$ cat config.mk
export PLATFORM = sky130hd
export DESIGN_NAME = multicycle_controller
export DESIGN_NICKNAME = d
export VERILOG_FILES = /design/src/rtl/multicycle_controller.sv
export SDC_FILE = /design/constraint.sdc
export NUM_CORES = 1
export LEC_CHECK = 0
export CAP_MARGIN = 20
export CORE_MARGIN = 2
export CORE_UTILIZATION = 30
export DETAILED_ROUTE_END_ITERATION = 8
export PLACE_DENSITY = 0.77
export SLEW_MARGIN = 25
export SYNTH_ARGS = -nofsm -noshare
export SYNTH_HDL_FRONTEND = slang
export SYNTH_SLANG_ARGS = --single-unit
$ cat constraint.sdc
create_clock -name clk -period 1.7 [get_ports clk]
set_input_delay 0.425 -clock clk [delete_from_list [all_inputs] [get_ports clk]]
set_output_delay 0.425 -clock clk [all_outputs]
set_load 0.02 [all_outputs]
$ cat src/rtl/multicycle_controller.sv
// Control FSM for the multi-cycle MIPS core.
// Outputs decode from current state plus IR opcode/funct.
module multicycle_controller (
  input  logic        clk,
  input  logic        rst,
  input  logic [31:0] inst,
  input  logic        alu_zero,
  output logic        pc_cond_zero,
  output logic [1:0]  reg_dst,
  output logic        mem_to_reg,
  output logic        alu_src_a,
  output logic [1:0]  alu_src_b,
  output logic [1:0]  pc_src,
  output logic [2:0]  alu_ctrl,
  output logic        reg_write,
  output logic        IorD,
  output logic        pc_write,
  output logic        pc_write_cond,
  output logic        ir_write,
  output logic        mem_read,
  output logic        mem_write,
  output logic        instr_done,
  output logic        illegal_op
);

  typedef enum logic [3:0] {
    FETCH    = 4'd0,
    DECODE   = 4'd1,
    MEM_ADDR = 4'd2,
    MEM_RD   = 4'd3,
    MEM_WB   = 4'd4,
    MEM_WR   = 4'd5,
    R_EXEC   = 4'd6,
    R_WB     = 4'd7,
    I_EXEC   = 4'd8,
    I_WB     = 4'd9,
    BRANCH   = 4'd10,
    JUMP     = 4'd11,
    JR       = 4'd12
  } state_t;

  localparam logic [5:0] OP_R    = 6'd0;
  localparam logic [5:0] OP_J    = 6'd2;
  localparam logic [5:0] OP_JAL  = 6'd3;
  localparam logic [5:0] OP_BEQ  = 6'd4;
  localparam logic [5:0] OP_BNE  = 6'd5;
  localparam logic [5:0] OP_ADDI = 6'd8;
  localparam logic [5:0] OP_SLTI = 6'd10;
  localparam logic [5:0] OP_LW   = 6'd35;
  localparam logic [5:0] OP_SW   = 6'd43;
  localparam logic [5:0] FN_JR   = 6'd8;

  localparam logic [2:0] ALU_AND = 3'b000;
  localparam logic [2:0] ALU_OR  = 3'b001;
  localparam logic [2:0] ALU_ADD = 3'b010;
  localparam logic [2:0] ALU_SUB = 3'b110;
  localparam logic [2:0] ALU_SLT = 3'b111;

  state_t state;
  state_t state_nx;

  logic [5:0] opcode;
  logic [5:0] funct;
  logic [2:0] r_alu;
  logic       r_ok;
  logic       unused_bits;

  assign opcode      = inst[31:26];
  assign funct       = inst[5:0];
  assign unused_bits = ^inst[25:6];

  assign pc_cond_zero = (opcode == OP_BNE) ? ~alu_zero : alu_zero;

  always_ff @(posedge clk or posedge rst) begin
    if (rst) state <= FETCH;
    else     state <= state_nx;
  end

  always_comb begin
    r_ok  = 1'b1;
    r_alu = ALU_ADD;
    case (funct)
      6'd32:   r_alu = ALU_ADD;
      6'd34:   r_alu = ALU_SUB;
      6'd36:   r_alu = ALU_AND;
      6'd37:   r_alu = ALU_OR;
      6'd42:   r_alu = ALU_SLT;
      default: r_ok  = 1'b0;
    endcase
  end

  always_comb begin
    state_nx      = FETCH;
    reg_dst       = 2'd0;
    mem_to_reg    = 1'b0;
    alu_src_a     = 1'b0;
    alu_src_b     = 2'd0;
    pc_src        = 2'd0;
    alu_ctrl      = ALU_ADD;
    reg_write     = 1'b0;
    IorD          = 1'b0;
    pc_write      = 1'b0;
    pc_write_cond = 1'b0;
    ir_write      = 1'b0;
    mem_read      = 1'b0;
    mem_write     = 1'b0;
    instr_done    = 1'b0;
    illegal_op    = 1'b0;

    case (state)
      FETCH: begin
        mem_read  = 1'b1;
        ir_write  = 1'b1;
        alu_src_b = 2'd1;
        pc_write  = 1'b1;
        state_nx  = DECODE;
      end
      DECODE: begin
        alu_src_b = 2'd3;
        case (opcode)
          OP_R:         state_nx = (funct == FN_JR) ? JR : R_EXEC;
          OP_LW, OP_SW: state_nx = MEM_ADDR;
          OP_ADDI,
          OP_SLTI:      state_nx = I_EXEC;
          OP_BEQ,
          OP_BNE:       state_nx = BRANCH;
          OP_J:         state_nx = JUMP;
          OP_JAL: begin
            // ALUOut still holds PC+4 from FETCH
            reg_write = 1'b1;
            reg_dst   = 2'd2;
            state_nx  = JUMP;
          end
          default: begin
            illegal_op = 1'b1;
            instr_done = 1'b1;
          end
        endcase
      end
      MEM_ADDR: begin
        alu_src_a = 1'b1;
        alu_src_b = 2'd2;
        state_nx  = (opcode == OP_LW) ? MEM_RD : MEM_WR;
      end
      MEM_RD: begin
        IorD     = 1'b1;
        mem_read = 1'b1;
        state_nx = MEM_WB;
      end
      MEM_WB: begin
        mem_to_reg = 1'b1;
        reg_write  = 1'b1;
        instr_done = 1'b1;
      end
      MEM_WR: begin
        IorD       = 1'b1;
        mem_write  = 1'b1;
        instr_done = 1'b1;
      end
      R_EXEC: begin
        alu_src_a = 1'b1;
        alu_ctrl  = r_alu;
        if (r_ok) begin
          state_nx = R_WB;
        end else begin
          illegal_op = 1'b1;
          instr_done = 1'b1;
        end
      end
      R_WB: begin
        reg_dst    = 2'd1;
        reg_write  = 1'b1;
        instr_done = 1'b1;
      end
      I_EXEC: begin
        alu_src_a = 1'b1;
        alu_src_b = 2'd2;
        alu_ctrl  = (opcode == OP_SLTI) ? ALU_SLT : ALU_ADD;
        state_nx  = I_WB;
      end
      I_WB: begin
        reg_write  = 1'b1;
        instr_done = 1'b1;
      end
      BRANCH: begin
        alu_src_a     = 1'b1;
        alu_ctrl      = ALU_SUB;
        pc_src        = 2'd2;
        pc_write_cond = 1'b1;
        instr_done    = 1'b1;
      end
      JUMP: begin
        pc_src     = 2'd1;
        pc_write   = 1'b1;
        instr_done = 1'b1;
      end
      JR: begin
        pc_src     = 2'd3;
        pc_write   = 1'b1;
        instr_done = 1'b1;
      end
      default: state_nx = FETCH;
    endcase

    // Held in FETCH during reset: selects stay, enables are masked
    if (rst) begin
      reg_write     = 1'b0;
      pc_write      = 1'b0;
      pc_write_cond = 1'b0;
      ir_write      = 1'b0;
      mem_read      = 1'b0;
      mem_write     = 1'b0;
      instr_done    = 1'b0;
      illegal_op    = 1'b0;
    end
  end

endmodule

* After elaboration in Yosys (flattened, before gate mapping)
Index checks and enable logic that the tools add are counted.
** Cells by class
- Muxes and demuxes :: 36
- Bitwise gates (word level) :: 1
- Equality and inequality tests :: 26
- Reductions and logical operators :: 15
** Operators by type and width (count)
- 6-bit == test, second input constant :: 7
- 4-bit one-hot mux with 6 select lines :: 1
- 1-bit two-way mux :: 21
- 4-bit == test, second input constant :: 5
- 4-bit one-hot mux with 5 select lines :: 1
- 6-bit by 4-bit == test with 1-bit output, second input constant :: 3
- 4-bit by 3-bit == test with 1-bit output, second input constant :: 4
- 2-bit OR reduction :: 7
- 6-bit by 2-bit == test with 1-bit output, second input constant :: 2
- 6-bit by 3-bit == test with 1-bit output, second input constant :: 2
- 2-bit one-hot mux with 3 select lines :: 2
- 3-bit one-hot mux with 4 select lines :: 1
- 3-bit two-way mux :: 3
- 3-bit one-hot mux with 3 select lines :: 1
- 9-bit OR reduction :: 1
- 4-bit by 2-bit == test with 1-bit output, second input constant :: 2
- 7-bit OR reduction :: 1
- 6-bit zero test :: 1
- 3-bit OR reduction :: 2
- 5-bit OR reduction :: 1
- 4-bit by 1-bit == test with 1-bit output, second input constant :: 1
- 4-bit zero test :: 1
- 4-bit two-way mux :: 1
- 1-bit one-hot mux with 2 select lines :: 2
- other kinds (5) :: 5
** Word-level totals
- Word-level logic and storage cells :: 79
- Register bits :: 4
- Input port bits :: 35
- Output and inout port bits :: 21

* Longest topological paths before layout
- Depth after elaboration :: 6
- Mapped depth :: 5
- Mapped depth without buffers :: 4

* Worst setup path before layout
No wires, ideal clock.
- Path type :: reg2out
- Start :: register state[3]
- End :: output port pc_write
- Required time :: 1.275 ns
- Setup slack :: -0.334 ns
- Arrival time :: 1.609 ns
- Buffers on the path :: 1
- Cell stages (with the launch flop) :: 5
- Cells stage by stage :: dfrtp_1 clkbuf_1 or2_2 nor3_1 a21o_1
** On the way
- Cells in the longest elaborated chain, start to end :: 4
- Elaborated cells on any way between the ends :: 6
- Those cells by class :: 2 x eq/ne; 2 x mux; 2 x reduce/logical
** Ends and longest elaborated chain
- start, declared :: RTL line 59 : state_t state;
- start signal, assigned :: RTL line 76 : else state <= state_nx;
- 4-bit == test or 4-bit zero test (tied branches) :: RTL line 110 : case (state)
- 3-bit OR reduction (no source line) (*)
- 1-bit two-way mux (*) :: RTL line 110
- 1-bit two-way mux (*) :: RTL line 206 : if (rst) begin
- end, declared :: RTL line 17 : output logic pc_write,
Every way passes the cells marked *; elsewhere a longest branch is shown, timed or not.

* Final worst setup path
- Start :: register state[2]
- End :: output port instr_done
** On the way
- Cells in the longest elaborated chain, start to end :: 4
- Elaborated cells on any way between the ends :: 12
- Those cells by class :: 9 x eq/ne; 2 x mux; 1 x reduce/logical
** Ends and longest elaborated chain
- 4-bit == test or 4-bit by 3-bit == test with 1-bit output (tied branches) :: RTL line 110
- 7-bit OR reduction (no source line)
- 1-bit one-hot mux with 3 select lines (*) :: RTL line 110
- 1-bit two-way mux (*) :: RTL line 206
- end, declared :: RTL line 22 : output logic instr_done,
Marked as above.

==> reports/qor.yml <==
run:
  cap_viol_max_count: 0
yosys:
  ys.flop_type: "dfrtp_1"
  synth_edf_count: 0
  synthesis.nets: 144
  async_flop_share: 1.00
  synth_cell_types: 42
  ys_seq_area_frac: 0.137
  syn_avg_cell_area_um2: 6.73
  ys_warn_count: 0
  netlist_area_um2: 733
  syn_inst: 109
  ys_seq_elements: 4
grt:
  grt_first_pass_wirelength_um: 5980
  grt_pass1_vias: 1335
  grt_max_degree: 8
  overflow: 0
  antenna_found_initial: 0
  grtUsageTotal: 0.296
place:
  place_ws_ns: -1.16
  routabilityCongestion: 0.924
  post-dp-hpwl_um: 2380
  dp_cells: 215
  portBuffers: 35
detailed_routing:
  firstDrtPassIters: 4
  route.detailed.drc: 0
  drt-initial-drc-count: 24
  antenna_left: 0
  vias: 1309
  via_per_inst: 5.62
  wire_per_inst_um: 16.8
  wl_um: 3910
worst_setup_path:
  arrival_ns: 1.61
  reg2reg_slack_ns: 0.11
  r2r_end: "state[3]"
  worstRegToRegCells: 7
  cp-end-kind: "output pin"
  worst_setup_path_start_kind: "flip-flop"
  worstPathMaxFanout: 4
  path_cells: "nor2_1 -> buf_4 -> nand3_2 -> o311ai_4 -> buf_6"
  critPathKind: "flip-flop to output pin"
  required_ns: 1.27
  slowest_delay_ns: 0.45
  slowest_stage: "dfrtp_2"
  worstReg2RegStart: "state[0]"
finish:
  final_net_count: 242
  layout_common_cells: "buf_4, buf_6, buf_2, nand2_1, nor2_1"
  top_regs: "state: 4 flops"
  fin_util: 0.863
  layout_commonest_cell: "buf_4"
  n_antenna_cell: 0
  layout.cells.non_filler: 233
  largest_reg_flops: 4
  fill_cells: 113
  drive_above_1_share: 0.790
  syn_to_final_growth_pct: 166
  largest-register: "state"
sta:
  post-route-period-util: 1.20
  fmax_mhz: 492
  setup_viol: 21
  min_period_ns: 2.03
  hold_slack_ns: 0.456
  layout_setup_ws_ns: -0.332
  fin_skew_ns: 0.00265
  slew_headroom: 0.794
  rsz0062_at_grt: "yes"
  worst_pin_slew_ns: 0.308
  hold_violations: 0
  maxSlewViolCount: 0
clock_network:
  cts_tree: "built"
  clock_sinks: 4
  clkSlewWorstSetupHoldPaths_ns: 0.04
  cts_made_buffers: 3
  root_buffer: "clkbuf_4"
  clock_latency_ns: 0.24
  cts_max_level: 1
  cts_buffer_depth: 2
die:
  die_area_um2: 2860
  num_rows: 17
  boundaryPins: 56
  die_w_um: 53.4
  die_h_um: 53.4
  core_area_um2: 2250
  initial_core_util: 0.325
hold_path:
  hp-class: "primary input to async pin"
outcome:
  violations: "setup timing"
  status: "finished with violations"
power:
  p_leak_nw: 0.884
  ir_drop_mv: 0.628
  power_density_nw_per_um2: 817
==> worst max-delay path, delay by kind of cell (launching register included) <==
family	cells	cell delay (ns)
compound gates	1	0.29
flops	1	0.45
simple gates	2	0.32
buf+inv	2	0.32
==> power by group <==
| group | switching (W) | internal, W |
|---|---|---|
| Clock | 0.0000391 | 0.0000790 |
| Sequential | 0.0000434 | 0.000120 |
| Combinational | 0.000604 | 0.000705 |
==> cells in the mapped netlist, types with 2 or more instances <==
master	instances	area, µm²
nand3_1	7	35.0
nor3_1	5	25.0
a211oi_1	3	22.5
nor2_1	14	52.6
xnor2_1	2	17.5
dfrtp_1	4	100
nor2b_1	6	37.5
clkbuf_1	2	7.51
or3b_2	2	17.5
nor3b_1	3	22.5
buf_2	2	10.0
nand2_1	10	37.5
nor4b_1	2	17.5
a21oi_1	3	15.0
o21a_1	2	15.0
o21ai_0	5	25.0
or2_2	6	37.5
inv_1	2	7.51
nand2b_1	6	37.5
==> per-stage QoR <==
step	cell area (µm²)	TNS, ns	power (W)
floorplan	838	-0.569	0.000626
global placement	1560	-14.73	0.00107
detailed placement	1560	-15.53	0.00109
CTS	1800	-3.48	0.00136
global route	1950	-5.08	0.00168
finish	1950	-3.92	0.00159
==> per-layer routing <==
layer / GRT usage / share of wire / vias to the layer above / routed length, µm
li1: - / - / 589 / -
met1: 0.261 / 0.35 / 624 / 1390
met2: 0.578 / 0.53 / 68 / 2060
met3: 0.0706 / 0.061 / 28 / 237
met4: 0.188 / 0.058 / 0 / 225
met5: 0 / 0 / - / 0
==> final cells by class <==
class                      instances  area, µm²  area share
tap                               28       35.0      0.0180
sequential                         4        104      0.0533
multi-input combinational         98        946       0.486
clock buffer                       3       22.5      0.0116
timing repair buffer              98        832       0.427
inverter                           2       7.51     0.00386
==> cell families after synthesis <==
family / synth area share
AO/OA/AOI/OAI: 0.263
buffers and inverters: 0.0444
flip-flops: 0.137
XOR/XNOR: 0.0239
AND/OR/NAND/NOR: 0.532
==> worst max path at each step <==
stage	startpoint	endpoint	slack [ns]	depth (start not counted)
6_report	state[2]	instr_done	-0.33	5
3_3_place_gp	inst[3]	instr_done	-1.12	6
4_1_cts	state[0]	pc_write	-0.32	5
5_1_grt	state[2]	instr_done	-0.40	5
2_1_floorplan	state[1]	alu_src_b[1]	-0.14	4
3_5_place_dp	inst[3]	instr_done	-1.16	6
==> what timing repair did <==
item / in CTS / in global routing
gates resized for setup: 218 / 30
setup endpoints to repair: 25 / 22
hold buffers: 0 / 0
pin swaps: 26 / 15
buffers inserted: 11 / 7
Note: power is estimated with default switching activity, not from simulation.
